### src/rtl/deserializer_lanes.sv
// Purpose : packs LANES serial bits per beat into DATA_BUS_WIDTH-bit words (MSB- or LSB-first).
// Latency : a word is valid on deser_data_o one cycle after the edge that accepts its final beat.
// Backpr. : non-final beats always accepted; the final beat stalls while the output register is full.
//
// Ports:
//   clk_i, srst_i                      clock, synchronous active-high reset
//   data_i/data_val_i/data_ready_o     serial beat input (valid/ready)
//   deser_data_o/_val_o/_ready_i       assembled word output register (valid/ready)
//   flush_i, deser_data_bits_o         partial-word emission and bit count (DESER_FLUSH_EN only)
//
// Optional feature macro: DESER_FLUSH_EN
module deserializer_lanes #(
  parameter int DATA_BUS_WIDTH = 16,
  parameter int LANES          = 1,
  parameter int LSB_FIRST      = 0,
  parameter int BEATS          = DATA_BUS_WIDTH / LANES,
  parameter int CNT_W          = $clog2(BEATS + 1)
) (
  input  logic                      clk_i,
  input  logic                      srst_i,
  input  logic [LANES-1:0]          data_i,
  input  logic                      data_val_i,
  output logic                      data_ready_o,
  output logic [DATA_BUS_WIDTH-1:0] deser_data_o,
  output logic                      deser_data_val_o,
  input  logic                      deser_data_ready_i
`ifdef DESER_FLUSH_EN
  ,
  input  logic                                 flush_i,
  output logic [CNT_W+$clog2(LANES)+1-1:0]     deser_data_bits_o
`endif
);

  localparam int W = DATA_BUS_WIDTH;

  logic [W-1:0]     acc_q;
  logic [W-1:0]     acc_merge;
  logic [CNT_W-1:0] cnt_q;
  logic             out_free;
  logic             final_beat;
  logic             beat_acc;
  logic             load_full;
  logic             flush_go;
  logic             load;
  int               slot_lo;

  assign out_free     = !deser_data_val_o || deser_data_ready_i;
  assign final_beat   = (cnt_q == CNT_W'(BEATS - 1));
  // Only the word-completing beat needs room in the output register.
  assign data_ready_o = !(final_beat && !out_free);
  assign beat_acc     = data_val_i && data_ready_o;
  assign load_full    = beat_acc && final_beat;
  assign load         = load_full || flush_go;

  // The accumulator is all-zero after every load/reset and each slot is
  // written exactly once per word, so OR-ing the beat in is sufficient.
  always_comb begin
    slot_lo   = (LSB_FIRST != 0) ? int'(cnt_q) * LANES
                                 : W - LANES - int'(cnt_q) * LANES;
    acc_merge = acc_q;
    if (beat_acc) begin
      acc_merge = acc_q | (W'(data_i) << slot_lo);
    end
  end

`ifdef DESER_FLUSH_EN
  localparam int BITS_W = CNT_W + $clog2(LANES) + 1;

  logic [BITS_W-1:0] bits_load;

  // A same-cycle final beat already produces a full word; the flush folds into it.
  assign flush_go  = flush_i && out_free && ((cnt_q != '0) || beat_acc) && !load_full;
  assign bits_load = load_full ? BITS_W'(W)
                               : (BITS_W'(cnt_q) + BITS_W'(beat_acc)) * BITS_W'(LANES);

  always_ff @(posedge clk_i) begin
    if (srst_i) begin
      deser_data_bits_o <= '0;
    end else if (load) begin
      deser_data_bits_o <= bits_load;
    end else if (deser_data_val_o && deser_data_ready_i) begin
      deser_data_bits_o <= '0;
    end
  end
`else
  assign flush_go = 1'b0;
`endif

  always_ff @(posedge clk_i) begin
    if (srst_i) begin
      acc_q            <= '0;
      cnt_q            <= '0;
      deser_data_o     <= '0;
      deser_data_val_o <= 1'b0;
    end else begin
      if (load) begin
        acc_q <= '0;
        cnt_q <= '0;
      end else if (beat_acc) begin
        acc_q <= acc_merge;
        cnt_q <= cnt_q + CNT_W'(1);
      end

      // A new word overwrites the one being popped, so back-to-back words have no bubble.
      if (load) begin
        deser_data_o     <= acc_merge;
        deser_data_val_o <= 1'b1;
      end else if (deser_data_val_o && deser_data_ready_i) begin
        deser_data_o     <= '0;
        deser_data_val_o <= 1'b0;
      end
    end
  end

endmodule

### config.mk
export PLATFORM = sky130hd
export DESIGN_NAME = deserializer_lanes
export DESIGN_NICKNAME = d
export VERILOG_FILES = /design/src/rtl/deserializer_lanes.sv
export SDC_FILE = /design/constraint.sdc
export NUM_CORES = 1
export LEC_CHECK = 0
export ABC_AREA = 1
export CORE_MARGIN = 2
export CORE_UTILIZATION = 47
export DETAILED_ROUTE_END_ITERATION = 8
export MAX_ROUTING_LAYER = met4
export PLACE_DENSITY = 0.74
export SLEW_MARGIN = 0
export SYNTH_ARGS = -nofsm -noshare
export SYNTH_HDL_FRONTEND = slang
export SYNTH_SLANG_ARGS = --single-unit
### constraint.sdc
create_clock -name clk_i -period 1.6 [get_ports clk_i]
set_input_delay 0.32 -clock clk_i [delete_from_list [all_inputs] [get_ports clk_i]]
set_output_delay 0.32 -clock clk_i [all_outputs]
set_load 0.02 [all_outputs]
; ---- Yosys cells after proc, flatten, opt, wreduce, memory -nomap -nowiden
; Index checks and enable logic that the tools add are counted.
[op_classes]
n_addsub = 2
eq_ne = 1
shift = 1
muxes = 5
n_bitwise = 1
n_reduce_logical = 10
[op_table]
columns = operator, count
row1 = 16-bit 2-to-1 mux, 3
row2 = 1-bit by 32-bit left shift with 16-bit output, 1
row3 = 16-bit bitwise OR, 1
row4 = 4-bit by 5-bit subtractor with 6-bit output (first input constant), 1
row5 = 5-bit by 1-bit adder with 5-bit output (second input constant), 1
row6 = 5-bit by 4-bit equality test with 1-bit output (second input constant), 1
row7 = 1-bit logical AND, 4
row8 = 1-bit logical NOT, 3
row9 = 1-bit 2-to-1 mux, 2
row10 = 2-bit nonzero test, 1
row11 = 2-bit OR reduction, 1
row12 = 1-bit logical OR, 1
[totals]
ff_bits = 38
out_inout_bits = 18
wordCells = 24

; ---- Logic depth before layout (Yosys ltp)
; Gate-level depths: netlist of the first run.
[logic_depth]
word_depth = 8
mapped_depth = 9
ltp_nobuf = 9

; ---- Worst setup path after synthesis of the first run
; Ideal clock, no wire load.
[synth_path]
path_type = register to register
startpoint = register cnt_q[0]
endpoint = register deser_data_o[3]
t_arrival_ns = 1.495
path_slack_ns = -0.027
stages_incl_launch_ff = 9
n_path_buf = 0
cell_sequence = dfxtp_1 -> ha_1 -> nand2_4 -> nor2_4 -> nand2_1 -> nand2_1 -> o21bai_1 -> nand2_1 -> a21oi_2
[synth_between]
elab_chain_len = 6
elab_cells_between_ends = 11
[synth_rtl]
columns = element, line_no
row1 = "start, declared", 38  ; logic [CNT_W-1:0] cnt_q;
row2 = "start signal, assigned", 101  ; cnt_q <= cnt_q + CNT_W'(1);
row3 = 5-bit by 4-bit equality test with 1-bit output (*), 48  ; assign final_beat = (cnt_q == CNT_W'(BEATS - 1));
row4 = 1-bit logical AND (*), 50  ; assign data_ready_o = !(final_beat && !out_free);
row5 = 1-bit logical NOT (*), 50
row6 = named net data_ready_o, 23  ; output logic data_ready_o,
row7 = 1-bit logical AND (*), 51  ; assign beat_acc = data_val_i && data_ready_o;
row8 = 16-bit 2-to-1 mux / 1-bit logical AND (equally long branches), "61, 52"
row9 = 16-bit 2-to-1 mux / 2-bit nonzero test (equally long branches), -
row10 = "end signal, assigned", 106  ; deser_data_o <= acc_merge;
row11 = "end, declared", 24  ; output logic [DATA_BUS_WIDTH-1:0] deser_data_o,
; Mark *: on every way through the listed nets, which the timed path passes. The rest lies on a longest branch.
; A chain may end at the register's enable or synchronous reset.

; ---- Worst setup path after layout of the first run
[layout_path]
startpoint = register cnt_q[1]
endpoint = output port data_ready_o
[layout_between]
elab_chain_len = 3
[layout_rtl]
columns = element, line_no
row1 = 5-bit by 4-bit equality test with 1-bit output, 48
row2 = 1-bit logical AND, 50
row3 = 1-bit logical NOT, 50
row4 = "end, declared", 23
; No other way between the ends.

==> results of run 1 <==
[logic make-up after synthesis]
kind of cell             Yosys count
AND/OR/NAND/NOR                   86
AO/OA/AOI/OAI                     38
flip-flops                        38
buffers and inverters             34
adder cells (fa/ha/maj)            1
[worst min-delay path: stages (launching register included)]
cell and delay [ns]:
dfxtp_1 0.32, nand3_1 0.07, a21oi_1 0.05
[power groups by stage]
stage          logic, mW  clock network [mW]  registers [mW]
2_1_floorplan     0.0537                   0           0.980
3_3_place_gp      0.0953                   0           0.977
3_5_place_dp      0.0967                   0           0.977
4_1_cts           0.0973               0.856           0.956
5_1_grt            0.109               0.906           0.960
6_report          0.0989               0.842           0.958
[stage by stage]
stage / util, % / power [mW] / setup WS (ns) / hold WS (ns) / instances
4_1_cts: 61.26 / 1.909 / -0.02063 / 0.4806 / 280
3_3_place_gp: 58.58 / 1.072 / -0.2883 / 0.4452 / 272
2_1_floorplan: - / 1.034 / 0.02051 / 0.4324 / 197
5_1_grt: 61.90 / 1.975 / -0.005544 / 0.5077 / 280
6_report: 61.90 / 1.899 / 0.07608 / 0.4823 / 280
3_5_place_dp: 58.58 / 1.074 / -0.2881 / 0.4529 / 272
[path summary, 6_finish.rpt]
kind | depth (start not counted) | slack, ns | to | startpoint
max reg2reg | 9 | 0.15 | deser_data_o[2] | cnt_q[1]
min | 2 | 0.48 | deser_data_o[14] | deser_data_o[14]
min reg2reg | 2 | 0.48 | deser_data_o[14] | deser_data_o[14]
max | 5 | 0.08 | data_ready_o | cnt_q[1]
[per-layer routing]
metal	up-vias	routed length (um)	track usage, %	share of wire (%)
li1	712	-	-	-
met1	620	1497	23.17	47
met2	32	1486	29.62	47
met3	6	147	3.986	4.6
met4	0	58	10.00	1.8
met5	-	0	-	0
[repair_timing]
item                                    4_1_cts  5_1_grt
pin swaps                                     0        3
resized for setup                            23        7
endpoints found under the setup margin       18        3
[state kept, by name, summed over array words and instances (netlist names)]
name              cells
cnt_q                 5
deser_data_val_o      1
deser_data_o         16
acc_q                16
[final cells by class]
| class | count | area share [%] |
|---|---|---|
| sequential | 38 | 37.24 |
| multi-input combinational | 125 | 34.00 |
| timing repair buffer | 36 | 15.32 |
| inverter | 27 | 5.189 |
| clock inverter | 2 | 2.930 |
| tap | 46 | 2.808 |
| clock buffer | 6 | 2.503 |
[cells in the final DEF, fill, tap and decap left out, types with 2 or more instances in the layout]
master / instances
dfxtp_1: 36
inv_1: 26
nand3_1: 26
nand2_1: 24
nor2_1: 20
dlygate4sd2_1: 17
a21oi_1: 16
o21bai_1: 15
buf_4: 14
nand4_1: 5
clkbuf_4: 5
a21oi_2: 4
clkdlybuf4s50_1: 4
nand2_4: 3
nand2_2: 3
bufinv_16: 2
dfxtp_2: 2
==> results.txt, run 1 <==
----------------------------------------------------
[Route]
  Via count ... 1370
  Final routed DRC violation total ... 0
  Drt total wl ... 3191 um
  Antenna violation net count after detailed routing ... 0
  Detailed-route wire length per cell ... 11.40 um
  Pre-Repair DR Iteration Count ... 4
  Post-detailed-route via-to-cell ratio ... 4.893
  DRC violation total after the first TritonRoute iteration ... 46

[Worst hold path]
  Class of the tightest hold or removal check ... reg2reg

[Timing]
  Setup_tns ... 0 ns
  Post-route clock skew ... 0.004188 ns
  Max Freq ... 656.2 MHz
  Post-layout minimum cycle time ... 1.524 ns
  Ratio of final minimum period to clock period ... a little over nine tenths
  Slew at the pin closest to its max-slew limit ... 0.2944 ns
  Final slew viol count ... 0
  Final-report setup violation count ... 0
  Hold Violations, Final ... 0
  Slew HR ... 80.32%

[Cells and area]
  Fraction of final layout cells with drive strength greater than 1 ... 17.52%
  Reg area ... approximately 760 sq um
  Fill count ... 327
  Combined area of the multi-input logic cells ... 696.9 sq um
  Final Instance Area ... 0.002049 sq mm
  Synthesis-to-finish area growth ... 28.27%
  Number of nets in the layout ... 239
  Antenna diode count ... 0

[Clocking]
  Clock buffer count from CTS ... 5
  CTS hold repair buffers ... 0
  Clock sink count ... 38
  Clock latency of the later-clocked register in the worst-skew pair ... 0.33 ns
  TritonCTS clock tree ... yes
  CTS max path bufs ... 2
  Clock Tree Root ... clkbuf_4
  Total number of H-tree levels ... 2
  Total setup buffers inserted after CTS ... 0
  Clock-pin slew reported for the worst setup and hold paths after clock tree synthesis ... about 0.11 ns

[Critical path]
  Delay-heaviest family, CP ... flip-flops
  Req. time, crit path ... 1.28 ns
  Type of the setup path with the least slack ... reg2out
  Max stage delay cell, worst path ... dfxtp_2
  Crit-path max FO ... 2
  Slowest Stage Delay on Critical Path ... 0.37 ns
  Cells along the critical path ... ha_4 > nand2_4 > nor2_4 > nand2_2 > buf_4
  Critical Path Source Type ... register
  Worst Path Arrival ... 1.20 ns
  Crit end category ... output pin
  CP Buf/Inv Count ... 1

[Placement]
  Weighted congestion at the end of routability-driven global placement ... about 0.9
  Total half-perimeter wirelength after legalization and detailed placement ... 2288 um
  Port Buffers ... 22
  Cell Area, Placed ... 0.001939 sq mm

[Yosys]
  Xor and xnor fraction of the mapped netlist area ... 0%
  Top FF cell, synth ... dfxtp_1
  Number of instances in the synthesized netlist ... 197
  Leading area contributor after synthesis ... dfxtp_1
  Most area-consuming cells after synthesis ... dfxtp_1 (48%), nand3_1 (8.1%), o21bai_1 (7.0%), inv_1 (6.1%), nand2_1 (6.1%)
  Synthesized-area fraction occupied by and/or/nand/nor cells ... about a quarter
  Post-synth top cells ... dfxtp_1 (38), inv_1 (26), nand2_1 (26), nand3_1 (26), nor2_1 (21)
  Dominant combinational cell family by area after synthesis ... simple AND/OR/NAND/NOR gates
  Multiplexer share of the synthesized area ... 0%
  Share of flip-flops with an asynchronous set or reset after synthesis ... 0%
  Sequential fraction of the synthesis area ... 47.61%
  Synthesized area ... about 0.0016 sq mm
  Leading cell type by number of instances after synthesis ... dfxtp_1
  Number of flip-flops and latches in the synthesized netlist ... 38
  Share of Yosys cell area claimed by the top area cell type ... a little under half
  Synthesized area per cell ... 8.111 sq um
  Compound-cell area share of the yosys netlist ... 16.05%
  Synthesized netlist net count ... 203
  Distinct cell type count of the synthesized netlist ... 22
  Arithmetic-cell share of the synthesized area counting full adders, half adders and majority gates ... 0.7831%
  Yosys Warn Count ... 0
  EDFF count, synth ... 0

[Global routing]
  Initial antenna violation count ... 0
  Residual overflow from global routing ... 0
  Combined global-route utilization of all metal layers ... 18.97%
  Via count of the first global-routing pass ... between 1000 and 1500
  Global-route wire length before repair ... 5658 um
  Largest net degree at the start of global routing ... 18

[Floorplanning]
  Die Width ... ~62 um
  Die Outline Area ... 0.003882 sq mm
  I/O pin count ... 23
  Core Footprint ... around 0.0033 sq mm
  Number of rows in the core area ... 21
  Effective utilization at floorplan ... 48.26%
  Vertical die dimension ... 62.31 um

[Pwr]
  Static leakage power ... 0.8676 nW
  Internal power summed over all cells ... 1.525 mW
  Power Density ... ~930 mW/mm^2
  Net switching share of the total power ... between 10% and 20%
  Combinational fraction of design power ... 5.2%
  Clk pwr share ... approximately 44%
  Peak supply drop ... 502.7 uV
  Proportion of power drawn by flip-flops and latches ... 50.5%
  Net switching power ... 373.6 uW

[Run]
  Number of max-cap violations ... 0

[Run status]
  Outcome ... completed

----------------------------------------------------
(Power assumes the default switching activity.)
==> inputs of run 2 (changes only) <==
--- a/config.mk
+++ b/config.mk
@@ -7,10 +7,11 @@
 export LEC_CHECK = 0
 export ABC_AREA = 1
 export CORE_MARGIN = 2
-export CORE_UTILIZATION = 47
+export CORE_UTILIZATION = 50
+export CTS_BUF_LIST = sky130_fd_sc_hd__clkbuf_4 sky130_fd_sc_hd__clkbuf_8
 export DETAILED_ROUTE_END_ITERATION = 8
 export MAX_ROUTING_LAYER = met4
-export PLACE_DENSITY = 0.74
+export PLACE_DENSITY = 0.78
 export SLEW_MARGIN = 0
 export SYNTH_ARGS = -nofsm -noshare
 export SYNTH_HDL_FRONTEND = slang
==> run 2 against run 1 <==
Effect of this change: critical path type unchanged; largest power group unchanged; sequential share of layout area fell by 0.67 points; die area fell by 5.6%; non-clock buffer count rose by 4.
==> results.txt, run 2 (synthesis results as in run 1) <==
----------------------------------------------------
[Pwr]
  Static leakage power ... 0.8976 nW (+3.5%)
  Peak supply drop ... 670.9 uV (+33%)
  Power Density ... 910.8 mW/mm^2 (-1.7%)

[Run status]
  Outcome ... completed

[Critical path]
  Type of the setup path with the least slack ... reg2out
  Critical Path Source Type ... register
  Slack of the worst reg-to-reg path ... 0.08 ns (-0.07 ns)
  Worst Path Arrival ... 1.21 ns (about the same)
  Crit end category ... output pin
  Req. time, crit path ... 1.28 ns (about the same)
  Crit-path max FO ... 2 (unchanged)

[Timing]
  Slew at the pin closest to its max-slew limit ... 0.2710 ns (-0.02346 ns)
  Final-report setup violation count ... 0 (unchanged)
  Post-layout minimum cycle time ... 1.532 ns (+0.008454 ns)
  Hold Violations, Final ... 0 (unchanged)
  Final slew viol count ... 0 (unchanged)
  Minimum hold slack ... 0.4695 ns (-0.01283 ns)
  Setup_tns ... 0 ns (unchanged)
  Max Freq ... 652.6 MHz (-0.55%)
  Ratio of final minimum period to clock period ... 95.77% (+0.53 points)
  Post-route clock skew ... 0.008342 ns (+0.004153 ns)
  Slew HR ... 81.87% (+1.6 points)
  Unrepaired setup endpoints after global routing ... yes

[Route]
  Antenna violation net count after detailed routing ... 0 (unchanged)
  Post-detailed-route via-to-cell ratio ... 4.862 (-0.64%)
  Drt total wl ... 3335 um (+4.5%)
  Final routed DRC violation total ... 0 (unchanged)
  Via count ... 1371 (+0.073%)
  Detailed-route wire length per cell ... 11.83 um (+3.8%)
  Pre-Repair DR Iteration Count ... 4 (unchanged)
  DRC violation total after the first TritonRoute iteration ... 49 (+6.5%)

[Clocking]
  Clock latency of the later-clocked register in the worst-skew pair ... 0.33 ns (about the same)
  Clock Tree Root ... clkbuf_4
  CTS max path bufs ... 2 (unchanged)
  Total number of H-tree levels ... 2 (unchanged)
  TritonCTS clock tree ... yes
  Clock sink count ... 38 (unchanged)
  Clock buffer count from CTS ... 5 (unchanged)
  Clock-pin slew reported for the worst setup and hold paths after clock tree synthesis ... 0.11 ns (about the same)
  CTS hold repair buffers ... 0 (unchanged)

[Cells and area]
  Combined area of the multi-input logic cells ... 706.9 sq um (+1.4%)
  Final cell utilization of the core ... 68.36% (+6.5 points)
  Reg area ... 763.2 sq um (unchanged)
  Fill count ... 268 (-18%)
  Most used cells in the layout excluding fill and tap cells ... dfxtp_1 (36), nand3_1 (26), inv_1 (25), nand2_1 (23), nor2_1 (20)
  Fraction of final layout cells with drive strength greater than 1 ... 20.59% (+3.1 points)
  Most common library cell in the layout ignoring fill and taps ... dfxtp_1
  Antenna diode count ... 0 (unchanged)
  Number of nets in the layout ... 243 (+1.7%)
  Non-filler cells, final ... 282 (+0.71%)
  Synthesis-to-finish area growth ... 30.62%
  Largest registers ... acc_q x16, deser_data_o x16, cnt_q x5
  Final Instance Area ... 0.002087 sq mm (+1.8%)

[Floorplanning]
  Effective utilization at floorplan ... 52.34% (+4.1 points)
  Die Outline Area ... 0.003664 sq mm (-5.6%)
  I/O pin count ... 23 (unchanged)
  Die Width ... 60.53 um (-2.8%)
  Vertical die dimension ... 60.53 um (-2.8%)
  Core Footprint ... 0.003053 sq mm (-7.8%)
  Number of rows in the core area ... 20 (-4.8%)

[Placement]
  Total half-perimeter wirelength after legalization and detailed placement ... 2345 um (+2.5%)
  Port Buffers ... 22 (unchanged)
  Cell Area, Placed ... 0.001952 sq mm (+0.65%)
  Weighted congestion at the end of routability-driven global placement ... 0.8926 (+0.70%)
  Placed instance count ... 272 (unchanged)

[Worst hold path]
  Class of the tightest hold or removal check ... reg2reg

[Global routing]
  Via count of the first global-routing pass ... 1235 (-6.7%)
  Global-route wire length before repair ... 5478 um (-3.2%)
  Largest net degree at the start of global routing ... 18 (unchanged)
  Initial antenna violation count ... 0 (unchanged)
  Combined global-route utilization of all metal layers ... 20.92% (+1.9 points)
  Residual overflow from global routing ... 0 (unchanged)

[Run]
  Number of max-cap violations ... 0 (unchanged)

----------------------------------------------------
## run 2: what timing repair did
item / 4_1_cts / 5_1_grt
setup endpoints to repair: 18 / 5
resized for setup: 25 / 8
buffers inserted: 0 / 2
pin swaps: 0 / 7
## run 2: worst max-delay path, stage by stage (launching register included)
cell and delay (ns):
dfxtp_2 0.37, ha_4 0.15, nand2_4 0.06, nor2_4 0.09, nand2_2 0.06, buf_4 0.15
## run 2: layer usage
layer  vias to the layer above  GRT usage, %  wire length, um
li1                        721             -                -
met1                       598         25.20             1571
met2                        46         34.47             1529
met3                         6         4.264              175
met4                         0         8.075               59
met5                         -             -                0
## run 2: stage by stage
stage               total power, mW  setup slack [ns]
floorplan                     1.034           0.02051
global placement              1.076           -0.2855
detailed placement            1.077           -0.2847
CTS                           1.911           0.02184
global route                  1.956          -0.02122
finish                        1.901           0.06763
## run 2: final timing paths
check	cells past startpoint	to	startpoint
setup / recovery	5	data_ready_o	cnt_q[1]
hold / removal	2	cnt_q[4]	cnt_q[4]
setup reg to reg	9	deser_data_o[4]	cnt_q[1]
hold reg to reg	2	cnt_q[4]	cnt_q[4]
## run 2: area by class of cell
cell class	instances	area share, %
Sequential cell	38	36.57
Multi-Input combinational cell	125	33.87
Timing Repair Buffer	40	16.61
Inverter	27	4.976
Clock inverter	2	2.878
Tap cell	44	2.638
Clock buffer	6	2.458
## run 2: report_power, final
part           internal [mW]  switching (mW)
Combinational         0.0467          0.0592
Sequential             0.954         0.00450
Clock                  0.529           0.307
==> inputs of run 3 (changes only) <==
--- a/config.mk
+++ b/config.mk
@@ -6,12 +6,13 @@
 export NUM_CORES = 1
 export LEC_CHECK = 0
 export ABC_AREA = 1
-export CORE_MARGIN = 2
+export CORE_MARGIN = 5
 export CORE_UTILIZATION = 50
 export CTS_BUF_LIST = sky130_fd_sc_hd__clkbuf_4 sky130_fd_sc_hd__clkbuf_8
 export DETAILED_ROUTE_END_ITERATION = 8
 export MAX_ROUTING_LAYER = met4
 export PLACE_DENSITY = 0.78
+export RECOVER_POWER = 50
 export SLEW_MARGIN = 0
 export SYNTH_ARGS = -nofsm -noshare
 export SYNTH_HDL_FRONTEND = slang
==> run 3 against run 2 <==
Effect of this change: first-iteration DRC count up 6.1%; sequential share of layout area up 1.2 points; flip-flop and latch count unchanged; non-clock buffer count unchanged; sequential power about the same; cell area down 3.3%; maximum frequency down 0.76%; clock-buffer cell count down 1; global-route usage down 2.9 points; cell count down 0.35%; combinational power about the same; critical path type unchanged; largest power group unchanged; highest routed layer unchanged.
==> results.txt, run 3 (synthesis results as in run 1) <==
----------------------------------------------------
[Route]
  Uppermost routed layer ... met4
  Routed wire length on met3 ... 208 um (+19%)
  Detailed-route wire length per cell ... 12.07 um (+2.1%)
  Post-Route M1 WL ... 1596 um (+1.6%)
  Final routed DRC violation total ... 0 (unchanged)
  Antenna violation net count after detailed routing ... 0 (unchanged)
  DRC violation total after the first TritonRoute iteration ... 52 (+6.1%)
  Met2 routed wirelength ... 1515 um (-0.92%)
  Via count ... 1382 (+0.80%)
  Pre-Repair DR Iteration Count ... 4 (unchanged)
  Drt total wl ... 3393 um (+1.7%)
  Post-detailed-route via-to-cell ratio ... 4.918 (+1.2%)

[Critical path]
  Critical R2R Capture ... deser_data_o[4]
  CP endpoint ... data_ready_o
  Crit-path max FO ... 2 (unchanged)
  Max stage delay cell, worst path ... dfxtp_2
  Slowest Stage Delay on Critical Path ... 0.37 ns (about the same)
  Delay-heaviest family, CP ... flip-flops
  Count of cells along the worst register-to-register path ... 9 (unchanged)
  Type of the setup path with the least slack ... reg2out
  Critical path startpoint ... cnt_q[0]
  CP Buf/Inv Count ... 1 (unchanged)
  Crit end category ... output pin
  Worst Path Arrival ... 1.22 ns (about the same)
  Critical Path Source Type ... register
  Start of the worst register-to-register path ... cnt_q[0]
  Slack of the worst reg-to-reg path ... 0.14 ns (+0.06 ns)
  Req. time, crit path ... 1.28 ns (about the same)
  Number of cells on the critical path ... 5 (unchanged)
  Cells along the critical path ... ha_4 > nand2_4 > nor2_4 > nand2_2 > buf_6

[Pwr]
  Power Density ... 757.5 mW/mm^2 (-17%)
  Static leakage power ... 0.8625 nW (-3.9%)
  Peak supply drop ... 435.9 uV (-35%)
  Total Power Consumption ... 1.529 mW (-20%)

[Worst hold path]
  Class of the tightest hold or removal check ... reg2reg
  Hold Path Stages ... 2 (unchanged)

[Timing]
  Slew HR ... 78.98% (-2.9 points)
  Ratio of final minimum period to clock period ... 96.51% (+0.73 points)
  Unrepaired setup endpoints after global routing ... no
  Post-route clock skew ... 0.003823 ns (-0.004519 ns)
  Final-report setup violation count ... 0 (unchanged)
  Final slew viol count ... 0 (unchanged)
  Max Freq ... 647.6 MHz (-0.76%)
  Hold Violations, Final ... 0 (unchanged)
  Setup_tns ... 0 ns (unchanged)
  Slew at the pin closest to its max-slew limit ... 0.3141 ns (+0.04320 ns)
  Post-layout minimum cycle time ... 1.544 ns (+0.01172 ns)

[Floorplanning]
  Die Width ... 66.53 um (+9.9%)
  Vertical die dimension ... 66.53 um (+9.9%)
  Core Footprint ... 0.003053 sq mm (unchanged)
  Die Outline Area ... 0.004426 sq mm (+21%)
  Number of rows in the core area ... 20 (unchanged)
  I/O pin count ... 23 (unchanged)
  Effective utilization at floorplan ... 52.34% (unchanged)

[Global routing]
  Initial antenna violation count ... 0 (unchanged)
  Global-route wire length before repair ... 5747 um (+4.9%)
  Residual overflow from global routing ... 0 (unchanged)
  Combined global-route utilization of all metal layers ... 17.97% (-2.9 points)
  Largest net degree at the start of global routing ... 18 (unchanged)
  Via count of the first global-routing pass ... 1276 (+3.3%)

[Cells and area]
  Largest registers ... acc_q x16, deser_data_o x16, cnt_q x5
  Synthesis-to-finish area growth ... 26.31%
  Fill count ... 288 (+7.5%)
  Fraction of final layout cells with drive strength greater than 1 ... 18.14% (-2.4 points)
  Most common library cell in the layout ignoring fill and taps ... dfxtp_1
  Most used cells in the layout excluding fill and tap cells ... dfxtp_1 (36), inv_1 (26), nand3_1 (26), nand2_1 (24), nor2_1 (21)
  Combined area of the multi-input logic cells ... 694.4 sq um (-1.8%)
  Reg area ... 763.2 sq um (unchanged)
  Antenna diode count ... 0 (unchanged)
  Number of nets in the layout ... 243 (unchanged)

[Clocking]
  CTS hold repair buffers ... 0 (unchanged)
  Clock-pin slew reported for the worst setup and hold paths after clock tree synthesis ... 0.11 ns (about the same)
  Clock buffer count from CTS ... 5 (unchanged)
  CTS max path bufs ... 2 (unchanged)
  Total number of H-tree levels ... 2 (unchanged)
  Clock Tree Root ... clkbuf_4
  Clock sink count ... 38 (unchanged)
  Clock latency of the later-clocked register in the worst-skew pair ... 0.35 ns (+0.02 ns)
  TritonCTS clock tree ... yes

[Placement]
  Weighted congestion at the end of routability-driven global placement ... 0.9502 (+6.5%)
  Port Buffers ... 22 (unchanged)
  Total half-perimeter wirelength after legalization and detailed placement ... 2393 um (+2.1%)

[Run]
  Number of max-cap violations ... 0 (unchanged)

[Run status]
  Outcome ... completed

----------------------------------------------------
run 3: changes by cell type in the layout (fill, tap and decap cells not counted), moves of 2 or more:
cell and delta:
a21oi_1 +2, clkinv_2 +2, buf_4 -2, buf_6 +2, bufinv_16 -2, a21oi_2 -2
run 3: final cells by class:
type / instances / share of cell area [%]
flip-flops and latches: 38 / 37.82
multi-input cells: 125 / 34.41
repair buffers: 40 / 17.42
inverters: 27 / 5.270
well taps: 44 / 2.728
clock buffers: 5 / 1.860
clock inverters: 2 / 0.4960
run 3: worst min path at each step:
stage                                start                to  slack, ns
after floorplan                   cnt_q[4]          cnt_q[4]       0.43
after global placement            acc_q[4]          acc_q[4]       0.44
after detailed placement          acc_q[4]          acc_q[4]       0.46
after CTS                         cnt_q[4]          cnt_q[4]       0.48
after global routing              cnt_q[4]          cnt_q[4]       0.50
final                     deser_data_o[15]  deser_data_o[15]       0.48
run 3: timing repair:
action	4_1_cts	5_1_grt
buffers inserted	1	2
endpoints found under the setup margin	18	2
gates cloned	0	0
gates resized for setup	25	5
pin swaps	1	2
run 3: tightest hold or removal path: cells and delay by family (launching register included):
| family | cells | cell delay (ns) |
|---|---|---|
| AO/OA/AOI/OAI | 1 | 0.05 |
| flip-flops | 1 | 0.32 |
| AND/OR/NAND/NOR | 1 | 0.07 |
run 3: stage by stage:
step / utilization, % / worst slack [ns] / instance area, sq um / hold slack [ns] / std cells
after floorplan: - / 0.02051 / 1600 / 0.4324 / 197
after global placement: 63.69 / -0.2909 / 1944 / 0.4438 / 271
after detailed placement: 63.69 / -0.2853 / 1944 / 0.4594 / 271
after CTS: 65.12 / 0.0006704 / 1988 / 0.4810 / 279
after global routing: 66.11 / 0.009233 / 2018 / 0.4986 / 281
final: 66.11 / 0.05591 / 2018 / 0.4787 / 281
run 3: power breakdown:
part | switching, mW | total [mW] | internal (mW)
clock | 0.310 | 0.468 | 0.158
sequential | 0.00431 | 0.958 | 0.954
combinational | 0.0580 | 0.103 | 0.0449
run 3: metal layers:
metal  GRT usage [%]  up-vias
li1                -      722
met1           22.68      617
met2           25.77       35
met3           4.047        8
met4           11.42        0
met5               -        -
